[src/rtl/demux_4_buf.sv]
// 1-to-4 registered demultiplexer: one valid/ready input stream steered by i_sel
// into four independent one-entry output lanes, each with its own handshake.
module demux_4_buf #(
  parameter int NBITS = 32
) (
  input  logic             i_clk,
  input  logic             i_reset,
  input  logic             i_valid,
  output logic             o_ready,
  input  logic [1:0]       i_sel,
  input  logic [NBITS-1:0] i_data,
  output logic [3:0]       o_valid,
  input  logic [3:0]       i_ready,
  output logic [NBITS-1:0] o_data_a,
  output logic [NBITS-1:0] o_data_b,
  output logic [NBITS-1:0] o_data_c,
  output logic [NBITS-1:0] o_data_d,
  output logic [15:0]      o_count
);

  logic [3:0]       full_q;
  logic [NBITS-1:0] data_q [4];
  logic [3:0]       load;
  logic [3:0]       drain;
  logic             accept;

  // A lane can take a new word when it is empty or is being drained this cycle.
  assign o_ready = ~full_q[i_sel] | i_ready[i_sel];
  assign accept  = i_valid & o_ready;
  assign drain   = full_q & i_ready;

  // NOTE: every always_comb output gets a default first so no latch is inferred.
  always_comb begin
    load = 4'b0000;
    if (accept) load[i_sel] = 1'b1;
  end

  // NOTE: the data registers are reset as well because the outputs must read zero after reset.
  always_ff @(posedge i_clk or posedge i_reset) begin
    if (i_reset) begin
      full_q <= 4'b0000;
      for (int n = 0; n < 4; n++) data_q[n] <= '0;
    end else begin
      for (int n = 0; n < 4; n++) begin
        // NOTE: state uses non-blocking assignments so all lanes update from the same pre-edge values.
        if (load[n]) begin
          full_q[n] <= 1'b1;
          data_q[n] <= i_data;
        end else if (drain[n]) begin
          full_q[n] <= 1'b0;
        end
      end
    end
  end

  // Free-running accept counter; wraps silently at 16 bits.
  always_ff @(posedge i_clk or posedge i_reset) begin
    if (i_reset) begin
      o_count <= 16'h0000;
    end else if (accept) begin
      o_count <= o_count + 16'h0001;
    end
  end

  assign o_valid  = full_q;
  assign o_data_a = data_q[0];
  assign o_data_b = data_q[1];
  assign o_data_c = data_q[2];
  assign o_data_d = data_q[3];

endmodule

[config.mk]
export PLATFORM = sky130hd
export DESIGN_NAME = demux_4_buf
export DESIGN_NICKNAME = d
export VERILOG_FILES = /design/src/rtl/demux_4_buf.sv
export SDC_FILE = /design/constraint.sdc
export NUM_CORES = 1
export LEC_CHECK = 0
export BUFFER_PORTS_ARGS = -buffer_cell sky130_fd_sc_hd__buf_2
export CORE_MARGIN = 8
export CORE_UTILIZATION = 50
export DETAILED_ROUTE_END_ITERATION = 8
export GPL_TIMING_DRIVEN = 0
export PLACE_DENSITY = 0.79
export SYNTH_ARGS = -nofsm -noshare
export SYNTH_HDL_FRONTEND = slang
export SYNTH_SLANG_ARGS = --single-unit
[constraint.sdc]
create_clock -name i_clk -period 6.5 [get_ports i_clk]
set_input_delay 1.3 -clock i_clk [delete_from_list [all_inputs] [get_ports i_clk]]
set_output_delay 1.3 -clock i_clk [all_outputs]
set_load 0.005 [all_outputs]
==> summary.md <==
| Metric | Value |
|---|---|
| Hold crit path type | `reg2reg` |
| Relative slew slack | `65.3%` |
| Netlist cell types | `26` |
| Leakage | `3.59 nW` |
| Clk Latency, worst-skew pair | `410 ps` |
| Initial Util | `50.5%` |
| Fin worst setup slack | `2920 ps` |
| RSZ-0062 raised after global routing | `false` |
| Vias in the first global route | `4,114` |
| Remaining Overflow, GRT | `0` |
| Die width | `123 µm` |
| Kind of launch point of the worst setup path | `primary input` |
| Core Util, Final | `66.4%` |
| DRC | `0` |
| Sw Ratio | `25.4%` |
| Post-route cell area | `7460 µm²` |
| Placed cell area | `6830 µm²` |
| Switch Pwr | `0.704 mW` |
| Clock Sinks | `148` |
| Worst EP arrival | `2280 ps` |
| Clock Pin Slew Worst Setup and Hold Paths | `50 ps` |
| Routed wire length | `13.8 mm` |
| Number of diodes | `0` |
| Worst slack at placement | `2960 ps` |
| Synthesized area per cell | `15.9 µm²` |
| Final Hold Fails | `0` |
| Critical path fanouts, max | `4` |
| Slew Limit Fails | `0` |
| Die area | `15,000 µm²` |
| Combinational power share | `18.6%` |
| CP endpoint kind | `output port` |
| Synthesis Warnings | `0` |
| Buffer levels on the longest clock path | `2` |
| Clk pwr share | `36.8%` |
| VDD IR-drop max | `0.238 mV` |
| Initial DRC count | `240` |
| Minimum clock period | `3580 ps` |
| Clock root cell | `clkbuf_16` |
| Worst Path Class, Setup | `in2out` |
| Final nets | `608` |
| Setup bufs post-CTS | `0` |
| Global placer's final weighted congestion | `0.753` |
| Max Cap Violations | `0` |
| Share of cells above drive strength 1 | `57.1%` |
| Clock buffer count from CTS | `17` |
| P per Cell Area | `372 nW/µm²` |
| Routed vias | `3,692` |
| Pwr Total | `2.78 mW` |
| IO Count | `190` |
| Hold-fix buffers, CTS | `0` |
| Largest net degree at the start of global routing | `101` |
| Synth Cell Area | `5670 µm²` |
| Synth Instances | `357` |
| DP HPWL | `10.0 mm` |
| GRT Overall Usage | `19.0%` |
| Layout Skew | `6.76 ps` |
| CP required | `5200 ps` |
| Post-DRT Antenna Nets | `0` |
| Global-route wire length before repair | `21.7 mm` |
| Hold Slack | `465 ps` |
| Pint | `2.07 mW` |
| Placed cell count | `690` |
| Core Region | `11,200 µm²` |
| PortBufs | `189` |
| Syn_nets | `399` |
| FF+latch count, synth | `148` |
| Area Growth Syn to Fin | `31.4%` |
| Setup violators final | `0` |
| Row count | `39` |
| Flop pwr share | `44.6%` |
| Final Non-Filler Cells | `721` |
| Setup TNS Final | `0 ps` |
| Initial DRT Pass Iterations | `4` |
| Max frequency | `0.279 GHz` |
| Antenna violations before repair | `1` |
| Die height | `123 µm` |
| CTS H-tree lvls | `4` |
| Post_cts resized | `0` |
| DR WL/cell | `19.2 µm` |
| Worst-margin pin slew | `521 ps` |
| Register area share after synthesis | `65.3%` |
| Outcome | `finished clean` |
| Via/cell ratio | `5.12` |
| Clock tree from TritonCTS | `done` |
| Final Cycle Share | `55.1%` |
[cells in the mapped netlist, drive strengths merged]
library cell / number / area share [%]
nor2: 5 / 0.33
o21ai: 1 / 0.088
and2: 1 / 0.11
xnor2: 10 / 1.5
mux2: 128 / 25
inv: 3 / 0.20
nor4: 1 / 0.22
nand4: 6 / 0.66
nand3: 2 / 0.18
nor3b: 2 / 0.44
and3: 3 / 0.33
and4: 1 / 0.20
or2: 1 / 0.11
nand2: 15 / 1.0
nor2b: 2 / 0.22
buf: 13 / 1.4
mux4: 1 / 0.40
xor2: 5 / 0.77
nand3b: 1 / 0.13
nand2b: 4 / 0.44
dfrtp: 148 / 65
nor3: 3 / 0.26
ha: 1 / 0.22
[worst paths after layout]
path                                  start      endpoint  slack [ps]  cells after the start
worst min register to register  o_count[15]   o_count[15]         470                      1
min in group asynchronous           i_reset  o_data_a[17]         920                      2
worst min-delay path            o_count[15]   o_count[15]         470                      1
worst max-delay path             i_ready[2]       o_ready        2920                      4
worst max register to register   o_valid[1]  o_data_b[26]        4690                      4
max in group asynchronous           i_reset  o_data_b[30]        4720                      3
[power groups by stage]
| stage | sequential [mW] | combinational [mW] | clock, mW |
|---|---|---|---|
| after floorplan | 1.26 | 0.215 | 0 |
| after global placement | 1.24 | 0.509 | 0 |
| after detailed placement | 1.25 | 0.528 | 0 |
| after CTS | 1.24 | 0.531 | 1.04 |
| after global routing | 1.26 | 0.565 | 1.08 |
| final | 1.24 | 0.516 | 1.02 |
[state kept, by name (all words and copies together), names as in the netlist]
register and cells:
o_data_b 32, o_count 16, o_valid 4, o_data_d 32, o_data_a 32, o_data_c 32
[kinds of logic after synthesis]
family | share of synthesized area [%]
flip-flops | 65.3
multiplexers | 25.8
AND/OR/NAND/NOR | 4.68
buffers and inverters | 1.61
XOR/XNOR | 2.32
AO/OA/AOI/OAI | 0.0881
adder cells (fa/ha/maj) | 0.221
[final cells by class]
type | count | area, µm²
Fill cell | 825 | 3770
Sequential cell | 148 | 3700
Multi-Input combinational cell | 193 | 1880
Timing Repair Buffer | 190 | 973
Clock buffer | 22 | 474
Tap cell | 143 | 179
Clock inverter | 9 | 151
Buffer | 13 | 80.1
Inverter | 3 | 16.3
[critical path: stages]
cell and delay (ps):
buf_2 100, nand2b_1 180, mux4_2 550, buf_2 160
[routing by layer]
layer  track usage (%)  routed length [µm]
met5                 0                   8
met4              7.24                 274
met3              8.51                1250
met2              31.2                6850
met1              21.6                5450
[layout by cell type, fill, tap and decap left out, types with 2 or more instances in the layout]
master / n
nand2b_1: 4
nand2_1: 14
bufinv_16: 4
clkinv_2: 3
buf_4: 6
clkbuf_16: 17
mux2_2: 90
inv_1: 2
nand4_1: 6
mux2_1: 38
and3_1: 3
nor2b_1: 2
dfrtp_1: 148
clkbuf_8: 3
clkbuf_1: 2
nor2_1: 5
nor3_1: 3
xnor2_1: 10
xor2_1: 5
nor3b_2: 2
buf_2: 196
nand3_1: 2
No activity file was read; power rests on OpenSTA's default activity.
